### src/rtl/lsq_mem_scheduler_if.sv
// Handshake bundle between the load/store queues, the data-memory port and writeback.
// The scheduler uses the master modport; the queues, memory and writeback side use slave.
interface lsq_mem_scheduler_if #(
  parameter int AddressWidth = 32,
  parameter int DataWidth    = 32
);
  logic                    ld_q_empty;
  logic [AddressWidth-1:0] ld_q_data;
  logic                    ld_q_pop;
  logic                    st_q_empty;
  logic                    st_q_full;
  logic [AddressWidth-1:0] st_q_data;
  logic [DataWidth-1:0]    st_q_wdata;
  logic                    st_q_pop;
  logic                    mem_req;
  logic                    mem_we;
  logic [AddressWidth-1:0] mem_addr;
  logic [DataWidth-1:0]    mem_wdata;
  logic                    mem_gnt;
  logic                    mem_rvalid;
  logic [DataWidth-1:0]    mem_rdata;
  logic                    ld_resp_valid;
  logic [DataWidth-1:0]    ld_resp_data;
  logic                    ld_resp_err;
  logic                    busy;

  modport master (
    input  ld_q_empty, ld_q_data, st_q_empty, st_q_full, st_q_data, st_q_wdata,
    input  mem_gnt, mem_rvalid, mem_rdata,
    output ld_q_pop, st_q_pop, mem_req, mem_we, mem_addr, mem_wdata,
    output ld_resp_valid, ld_resp_data, ld_resp_err, busy
  );

  modport slave (
    output ld_q_empty, ld_q_data, st_q_empty, st_q_full, st_q_data, st_q_wdata,
    output mem_gnt, mem_rvalid, mem_rdata,
    input  ld_q_pop, st_q_pop, mem_req, mem_we, mem_addr, mem_wdata,
    input  ld_resp_valid, ld_resp_data, ld_resp_err, busy
  );
endinterface

### src/rtl/lsq_mem_scheduler.sv
// Arbitrates load and store queues onto a single req/gnt data-memory port, one transaction
// in flight; loads win unless a store is starving or the store queue is full.
module lsq_mem_scheduler #(
  parameter int AddressWidth  = 32,
  parameter int DataWidth     = 32,
  parameter int StarveLimit   = 4,
  parameter int TimeoutCycles = 64
) (
  input  logic                 clk,
  input  logic                 rstn,
  lsq_mem_scheduler_if.master  bus
);

  localparam int SW = $clog2(StarveLimit + 1);
  localparam int TW = $clog2(TimeoutCycles + 1);
  localparam logic [SW-1:0] STARVE_MAX = SW'(StarveLimit);
  localparam logic [TW-1:0] TO_LAST    = TW'(TimeoutCycles - 1);

  typedef enum logic [1:0] {
    S_IDLE = 2'd0,
    S_REQ  = 2'd1,
    S_WAIT = 2'd2
  } state_t;

  state_t                  state_r;
  logic [SW-1:0]           starve_cnt_r;
  logic [TW-1:0]           timeout_cnt_r;
  logic                    mem_req_r;
  logic                    mem_we_r;
  logic [AddressWidth-1:0] mem_addr_r;
  logic [DataWidth-1:0]    mem_wdata_r;
  logic                    ld_resp_valid_r;
  logic [DataWidth-1:0]    ld_resp_data_r;
  logic                    ld_resp_err_r;
  logic                    busy_r;

  logic                    pick_st_s;
  logic                    pick_ld_s;

  // Arbitration in IDLE; gated by rstn so no entry is popped while reset is held.
  always_comb begin
    pick_st_s = 1'b0;
    pick_ld_s = 1'b0;
    if ((state_r == S_IDLE) && rstn) begin
      if (!bus.st_q_empty &&
          (bus.ld_q_empty || bus.st_q_full || (starve_cnt_r == STARVE_MAX))) begin
        pick_st_s = 1'b1;
      end else if (!bus.ld_q_empty) begin
        pick_ld_s = 1'b1;
      end else begin
        pick_st_s = 1'b0;
        pick_ld_s = 1'b0;
      end
    end else begin
      pick_st_s = 1'b0;
      pick_ld_s = 1'b0;
    end
  end

  assign bus.ld_q_pop = pick_ld_s;
  assign bus.st_q_pop = pick_st_s;

  // Scheduler FSM with its counters and all registered outputs.
  always_ff @(posedge clk or negedge rstn) begin
    if (!rstn) begin
      state_r         <= S_IDLE;
      starve_cnt_r    <= {SW{1'b0}};
      timeout_cnt_r   <= {TW{1'b0}};
      mem_req_r       <= 1'b0;
      mem_we_r        <= 1'b0;
      mem_addr_r      <= {AddressWidth{1'b0}};
      mem_wdata_r     <= {DataWidth{1'b0}};
      ld_resp_valid_r <= 1'b0;
      ld_resp_data_r  <= {DataWidth{1'b0}};
      ld_resp_err_r   <= 1'b0;
      busy_r          <= 1'b0;
    end else begin
      ld_resp_valid_r <= 1'b0;
      ld_resp_err_r   <= 1'b0;
      case (state_r)
        S_IDLE: begin
          if (pick_st_s) begin
            mem_addr_r   <= bus.st_q_data;
            mem_wdata_r  <= bus.st_q_wdata;
            mem_we_r     <= 1'b1;
            mem_req_r    <= 1'b1;
            busy_r       <= 1'b1;
            starve_cnt_r <= {SW{1'b0}};
            state_r      <= S_REQ;
          end else if (pick_ld_s) begin
            mem_addr_r   <= bus.ld_q_data;
            mem_wdata_r  <= {DataWidth{1'b0}};
            mem_we_r     <= 1'b0;
            mem_req_r    <= 1'b1;
            busy_r       <= 1'b1;
            state_r      <= S_REQ;
            // Only loads that bypass a waiting store count toward starvation.
            if (bus.st_q_empty) begin
              starve_cnt_r <= {SW{1'b0}};
            end else if (starve_cnt_r != STARVE_MAX) begin
              starve_cnt_r <= starve_cnt_r + SW'(1);
            end else begin
              starve_cnt_r <= starve_cnt_r;
            end
          end else begin
            state_r <= S_IDLE;
          end
        end
        S_REQ: begin
          if (bus.mem_gnt) begin
            mem_req_r <= 1'b0;
            if (mem_we_r) begin
              busy_r  <= 1'b0;
              state_r <= S_IDLE;
            end else begin
              timeout_cnt_r <= {TW{1'b0}};
              state_r       <= S_WAIT;
            end
          end else begin
            state_r <= S_REQ;
          end
        end
        S_WAIT: begin
          if (bus.mem_rvalid) begin
            ld_resp_valid_r <= 1'b1;
            ld_resp_data_r  <= bus.mem_rdata;
            ld_resp_err_r   <= 1'b0;
            busy_r          <= 1'b0;
            state_r         <= S_IDLE;
          end else if (timeout_cnt_r == TO_LAST) begin
            ld_resp_valid_r <= 1'b1;
            ld_resp_data_r  <= {DataWidth{1'b0}};
            ld_resp_err_r   <= 1'b1;
            busy_r          <= 1'b0;
            state_r         <= S_IDLE;
          end else begin
            // Stays below TO_LAST here, so the increment can never wrap.
            timeout_cnt_r <= timeout_cnt_r + TW'(1);
          end
        end
        default: begin
          mem_req_r <= 1'b0;
          busy_r    <= 1'b0;
          state_r   <= S_IDLE;
        end
      endcase
    end
  end

  assign bus.mem_req       = mem_req_r;
  assign bus.mem_we        = mem_we_r;
  assign bus.mem_addr      = mem_addr_r;
  assign bus.mem_wdata     = mem_wdata_r;
  assign bus.ld_resp_valid = ld_resp_valid_r;
  assign bus.ld_resp_data  = ld_resp_data_r;
  assign bus.ld_resp_err   = ld_resp_err_r;
  assign bus.busy          = busy_r;

endmodule

### src/flat_wrapper.sv
// flat-port wrapper written by rule: the top's interface ports become plain ports
module lsq_mem_scheduler_flat 
#(
  parameter int AddressWidth  = 32,
  parameter int DataWidth     = 32,
  parameter int StarveLimit   = 4,
  parameter int TimeoutCycles = 64
)
  (clk, rstn, bus_ld_q_empty, bus_ld_q_data, bus_st_q_empty, bus_st_q_full, bus_st_q_data, bus_st_q_wdata, bus_mem_gnt, bus_mem_rvalid, bus_mem_rdata, bus_ld_q_pop, bus_st_q_pop, bus_mem_req, bus_mem_we, bus_mem_addr, bus_mem_wdata, bus_ld_resp_valid, bus_ld_resp_data, bus_ld_resp_err, bus_busy);
  lsq_mem_scheduler_if #(.AddressWidth(AddressWidth), .DataWidth(DataWidth)) bus_i ();
  input  logic clk;
  input  logic rstn;
  input wire logic [$bits(bus_i.ld_q_empty)-1:0] bus_ld_q_empty;
  input wire logic [$bits(bus_i.ld_q_data)-1:0] bus_ld_q_data;
  input wire logic [$bits(bus_i.st_q_empty)-1:0] bus_st_q_empty;
  input wire logic [$bits(bus_i.st_q_full)-1:0] bus_st_q_full;
  input wire logic [$bits(bus_i.st_q_data)-1:0] bus_st_q_data;
  input wire logic [$bits(bus_i.st_q_wdata)-1:0] bus_st_q_wdata;
  input wire logic [$bits(bus_i.mem_gnt)-1:0] bus_mem_gnt;
  input wire logic [$bits(bus_i.mem_rvalid)-1:0] bus_mem_rvalid;
  input wire logic [$bits(bus_i.mem_rdata)-1:0] bus_mem_rdata;
  output wire logic [$bits(bus_i.ld_q_pop)-1:0] bus_ld_q_pop;
  output wire logic [$bits(bus_i.st_q_pop)-1:0] bus_st_q_pop;
  output wire logic [$bits(bus_i.mem_req)-1:0] bus_mem_req;
  output wire logic [$bits(bus_i.mem_we)-1:0] bus_mem_we;
  output wire logic [$bits(bus_i.mem_addr)-1:0] bus_mem_addr;
  output wire logic [$bits(bus_i.mem_wdata)-1:0] bus_mem_wdata;
  output wire logic [$bits(bus_i.ld_resp_valid)-1:0] bus_ld_resp_valid;
  output wire logic [$bits(bus_i.ld_resp_data)-1:0] bus_ld_resp_data;
  output wire logic [$bits(bus_i.ld_resp_err)-1:0] bus_ld_resp_err;
  output wire logic [$bits(bus_i.busy)-1:0] bus_busy;
  assign bus_i.ld_q_empty = bus_ld_q_empty;
  assign bus_i.ld_q_data = bus_ld_q_data;
  assign bus_i.st_q_empty = bus_st_q_empty;
  assign bus_i.st_q_full = bus_st_q_full;
  assign bus_i.st_q_data = bus_st_q_data;
  assign bus_i.st_q_wdata = bus_st_q_wdata;
  assign bus_i.mem_gnt = bus_mem_gnt;
  assign bus_i.mem_rvalid = bus_mem_rvalid;
  assign bus_i.mem_rdata = bus_mem_rdata;
  assign bus_ld_q_pop = bus_i.ld_q_pop;
  assign bus_st_q_pop = bus_i.st_q_pop;
  assign bus_mem_req = bus_i.mem_req;
  assign bus_mem_we = bus_i.mem_we;
  assign bus_mem_addr = bus_i.mem_addr;
  assign bus_mem_wdata = bus_i.mem_wdata;
  assign bus_ld_resp_valid = bus_i.ld_resp_valid;
  assign bus_ld_resp_data = bus_i.ld_resp_data;
  assign bus_ld_resp_err = bus_i.ld_resp_err;
  assign bus_busy = bus_i.busy;
  lsq_mem_scheduler #(.AddressWidth(AddressWidth), .DataWidth(DataWidth), .StarveLimit(StarveLimit), .TimeoutCycles(TimeoutCycles)) u_core (.clk(clk), .rstn(rstn), .bus(bus_i));
endmodule
### config.mk
export PLATFORM = sky130hd
export DESIGN_NAME = lsq_mem_scheduler_flat
export DESIGN_NICKNAME = d
export VERILOG_FILES = /design/src/rtl/lsq_mem_scheduler_if.sv /design/src/rtl/lsq_mem_scheduler.sv /design/src/flat_wrapper.sv
export SDC_FILE = /design/constraint.sdc
export NUM_CORES = 1
export LEC_CHECK = 0
export ABC_AREA = 0
export CAP_MARGIN = 15
export CORE_ASPECT_RATIO = 0.75
export CORE_UTILIZATION = 35
export CTS_BUF_LIST = sky130_fd_sc_hd__clkbuf_16
export DETAILED_ROUTE_END_ITERATION = 6
export GPL_TIMING_DRIVEN = 0
export PLACE_DENSITY = 0.77
export SYNTH_ARGS = -nofsm -noshare
export SYNTH_HDL_FRONTEND = slang
export SYNTH_SLANG_ARGS = --single-unit
### constraint.sdc
create_clock -name clk -period 3.11 [get_ports clk]
set_clock_uncertainty 0.1 [all_clocks]
set_input_delay 0.4665 -clock clk [delete_from_list [all_inputs] [get_ports clk]]
set_output_delay 0.4665 -clock clk [all_outputs]
set_load 0.1 [all_outputs]
* Word-level counts from Yosys, hierarchy flattened
Cells that the tools add are included.
Operators by class: equality and inequality tests 12, $mul 0, div/mod/pow operators 0, bitwise gates (word level) 1, $add $sub $neg 2, reduce and logical (&&, ||, !) cells 16, muxes and demuxes 43, $lt $le $gt $ge 0, shift-type cells 0
Operators with widths (number):
- 32-bit 2-to-1 mux | 6
- 7-bit 2-to-1 mux | 4
- 1-bit 2-to-1 mux | 20
- 7-bit case mux with 2 select lines | 1
- 3-bit 2-to-1 mux | 4
- 2-bit 2-to-1 mux | 5
- 2-bit != test (second input constant) | 4
- 7-bit by 1-bit adder with 7-bit output (second input constant) | 1
- 7-bit by 6-bit == test with 1-bit output (second input constant) | 1
- 3-bit != test (second input constant) | 2
- 1-bit case mux with 3 select lines | 2
- 2-bit case mux with 3 select lines | 1
- 3-bit AND reduction | 2
- 2-bit nonzero test | 3
- 5-bit AND reduction | 1
- 2-bit AND reduction | 2
- 4-bit AND reduction | 1
- 3-bit by 1-bit adder with 3-bit output (second input constant) | 1
- 3-bit == test (second input constant) | 1
- 3-bit by 2-bit != test with 1-bit output (second input constant) | 1
- 3-bit nonzero test | 1
- 2-bit by 1-bit == test with 1-bit output (second input constant) | 1
- 2-bit == test (second input constant) | 1
- 1-bit logical AND | 2
- other kinds (5) | 6
Word-level totals: bits in registers 113, latch bits 0, output and inout port bits 103, memory bits (read-only) 0, word-level logic and storage cells 85, memories kept 0, bits in writable memories 0

* Logic depth before layout (Yosys ltp)
word-level depth 8, depth in mapped cells 8, mapped depth without buffers 6

* Least setup slack after synthesis
Ideal clock, no wire load.
path kind input port to output port, start input rstn, end output bus_ld_q_pop, setup slack -0.503 ns, cell stages on the path 3, arrival time 3.046 ns, path through or3b_1 > clkbuf_1 > nor3_1
Between the ends: word-level cells in the longest chain between the ends 2
RTL lines:
- start: declaration | RTL line flat_wrapper.sv:12 | input logic rstn;
- 1-bit logical AND | RTL line lsq_mem_scheduler.sv:44 | if ((state_r == S_IDLE) && rstn) begin
- 1-bit 2-to-1 mux | RTL line lsq_mem_scheduler.sv:44
- end: declaration | RTL line flat_wrapper.sv:22 | output wire logic [$bits(bus_i.ld_q_pop)-1:0] bus_ld_q_pop;
Every way passes these cells.

* Worst setup path in the final report
start register u_core.state_r[0], end output bus_st_q_pop
Between the ends: word-level cells in the longest chain between the ends 3
RTL lines:
- start: declaration | RTL line lsq_mem_scheduler.sv:25 | state_t state_r;
- start signal: assignment | RTL line lsq_mem_scheduler.sv:66 | state_r <= S_IDLE;
- start signal: assignment | RTL line lsq_mem_scheduler.sv:89 | state_r <= S_REQ;
- start signal: assignment | RTL line lsq_mem_scheduler.sv:96 | state_r <= S_REQ;
- 2-bit zero test | RTL line lsq_mem_scheduler.sv:44
- 1-bit logical AND | RTL line lsq_mem_scheduler.sv:44
- 1-bit 2-to-1 mux | RTL line lsq_mem_scheduler.sv:44
- end: declaration | RTL line flat_wrapper.sv:23 | output wire logic [$bits(bus_i.st_q_pop)-1:0] bus_st_q_pop;
Every way passes these cells.

==> metrics.txt <==
Cells after Synth=~370; via/cell ratio=slightly below 5; Worst Setup Start Kind=flip-flop; # diodes=0; Yosys warnings=0; top-area cell type share of the netlist area=0.620; Vias=around 4000; Slew headroom=0.329; buffers added on ports=236; post-synth cell types=35; design area=7930 µm²; Fin. Hold Viols=0; Die ar.=13500 µm²; first-pass GRT wire length=21600 µm; Achievable Freq=0.349 GHz; final setup fails=0; CP max-delay cell=dfrtp_1; core footprint=approximately 12000 µm²; RSZ-0062 raised after global routing=no; WL per Instance=between 15 and 20 µm; max cap viols=0; Critical Path Sink Type=primary output; Syn Area/Cell=approximately 12 µm²; sequential share of the synthesized area=0.620; Die Wd=around 130 µm; Tightest Pin Transition=about 1000 ps; Antenna Nets Post-Route=0; status=complete, no violations; I/O Pins=between 200 and 250; Initial DRC Count=approximately 180; hold slack=28.7 ps; DR pass1 iterations=4; Clk Latency, worst-skew pair=390 ps; gr ovfl total=0; crit path DAT=2300 ps; Worst-path clk slew=~60 ps; Starting Density=0.366; largest net degree at the start of global routing=50; CTS tree=done; Total GRT Usage=0.210; clk root buf=clkbuf_16; CP Class=reg -> out; CP peak stage delay=430 ps; Core Util, Final=0.636; crit-path leading delay family=buffers and inverters; DRC viols=0; vias in the first global route=between 4000 and 5000; Total Wirelength=~14000 µm; WP buf/inv=3; synthesis-to-finish area growth=73.8%; Clock Sinks=roughly 110; Die H=101 µm; initial antenna violation count=0; Post-Syn Area=4560 µm²; post-route clock period utilization=0.921; Hold Path Class=in -> async; dpl ws=-1320 ps; cts bufs inserted=17; most area-hungry cell type in the Yosys netlist=dfrtp_1; share of layout cells above drive strength 1=0.0791; CTS Buffer Depth=2; total nets after synthesis=510; dpl hpwl=a little over 10000 µm; CTS H-Tree Depth=4; Final nets=770; CP required=approximately 2500 ps; post-layout min period=2860 ps; Worst Path Max Fanout=10; Yosys reg bits=113; Cell Area, Placed=approximately 7200 µm²; Synth area leaders=dfrtp_1, a22o_1, mux2i_1; Final WS setup=around 250 ps; RePlAce Congestion=0.752; critical path, cell by cell=or3b_1 > clkbuf_1 > a211oi_4 > buf_4 > buf_6; # rows=35; final slew viol count=0
[final timing paths]
path / startpoint / endpoint / slack [ps] / depth (start not counted)
max: u_core.state_r[0] / bus_st_q_pop / 250 / 5
min reg2reg: u_core.bus.mem_addr[29] / u_core.bus.mem_addr[29] / 390 / 2
max in group asynchronous: rstn / u_core.bus.mem_wdata[30] / 2650 / 3
min in group clk: u_core.bus.mem_addr[29] / u_core.bus.mem_addr[29] / 390 / 2
min: rstn / u_core.bus.mem_wdata[10] / 30 / 3
max reg2reg: u_core.timeout_cnt_r[0] / u_core.bus.ld_resp_data[2] / 790 / 6
[layout make-up]
class | count | area (µm²)
fillers | 972 | 4550
clock buffers | 17 | 425
clock inverters | 15 | 218
repair buffers | 241 | 2510
flip-flops and latches | 113 | 2830
well taps | 166 | 208
plain buffers | 27 | 125
inverters | 7 | 26.3
multi-input cells | 225 | 1590
[what timing repair did]
action | 4_1_cts | 5_1_grt
gates resized for setup | 14 | 0
endpoints found under the hold margin | 49 | 0
setup buffers | 0 | 0
hold buffers | 3 | 0
endpoints found under the setup margin | 2 | 0
[kinds of logic (layout without fill, tap and decap cells)]
| logic type | count (synthesis) | after routing | share of synthesized area |
|---|---|---|---|
| simple gates | 64 | 64 | 0.0652 |
| buf+inv | 34 | 307 | 0.0326 |
| compound gates | 126 | 126 | 0.204 |
| fa+ha+maj | 3 | 3 | 0.00822 |
| flops | 113 | 113 | 0.620 |
| mux | 32 | 32 | 0.0702 |
[sequential cells by signal, summed over array words and instances (netlist names)]
signal,cells
u_core.bus.ld_resp_data,32
u_core.bus.mem_addr,32
u_core.bus.mem_wdata,32
u_core.timeout_cnt_r,7
u_core.starve_cnt_r,3
u_core.state_r,2
u_core.bus.busy,1
u_core.bus.ld_resp_err,1
u_core.bus.ld_resp_valid,1
u_core.bus.mem_req,1
u_core.bus.mem_we,1
[routing by layer]
layer,part of all wire,global-route usage,up-vias
met2,0.47,0.340,150
met4,0.013,0.0726,0
met1,0.46,0.275,1940
met3,0.056,0.0528,15
met5,0,0,-
li1,-,-,1883
[cells in the mapped netlist, drive strengths merged]
cell / count
a211oi: 1
a21boi: 2
a21o: 2
a21oi: 3
a22o: 64
a31oi: 1
a32o: 1
and2: 1
and3: 1
buf: 12
clkbuf: 15
dfrtp: 113
ha: 3
inv: 7
mux2i: 32
nand2: 37
nand2b: 3
nand3: 4
nand4: 2
nor2: 7
nor2b: 2
nor3: 2
nor4: 1
o21ai: 42
o221a: 1
o31ai: 8
o32ai: 1
or3: 1
or3b: 1
or4: 1
or4bb: 1
[worst min-delay path, cell delays in order]
cell    delay [ps]
buf_12         100
buf_16         100
buf_16         230
[layout by cell type, fill, tap and decap left out, drive strengths merged, types with 4 or more instances in the layout]
cell type      synthesis  final
dfrtp                113    113
a22o                  64     64
buf                   12     18
clkdlybuf4s50          0    233
clkbuf                15     32
bufinv                 0      5
o31ai                  8      8
inv                    7      8
mux2i                 32     32
o21ai                 42     42
nor2                   7      7
clkinv                 0      7
nand3                  4      4
nand2                 37     37
[per-stage QoR]
stage                     instances  TNS (ps)
after global placement          774   -541070
final                           811         0
after global routing            811         0
after detailed placement        775     -6640
after floorplan                 372         0
after CTS                       811         0
Power is left out: the tool's default activity adds up to more than one toggle a clock period on the data nets, which glitch-free logic cannot reach.
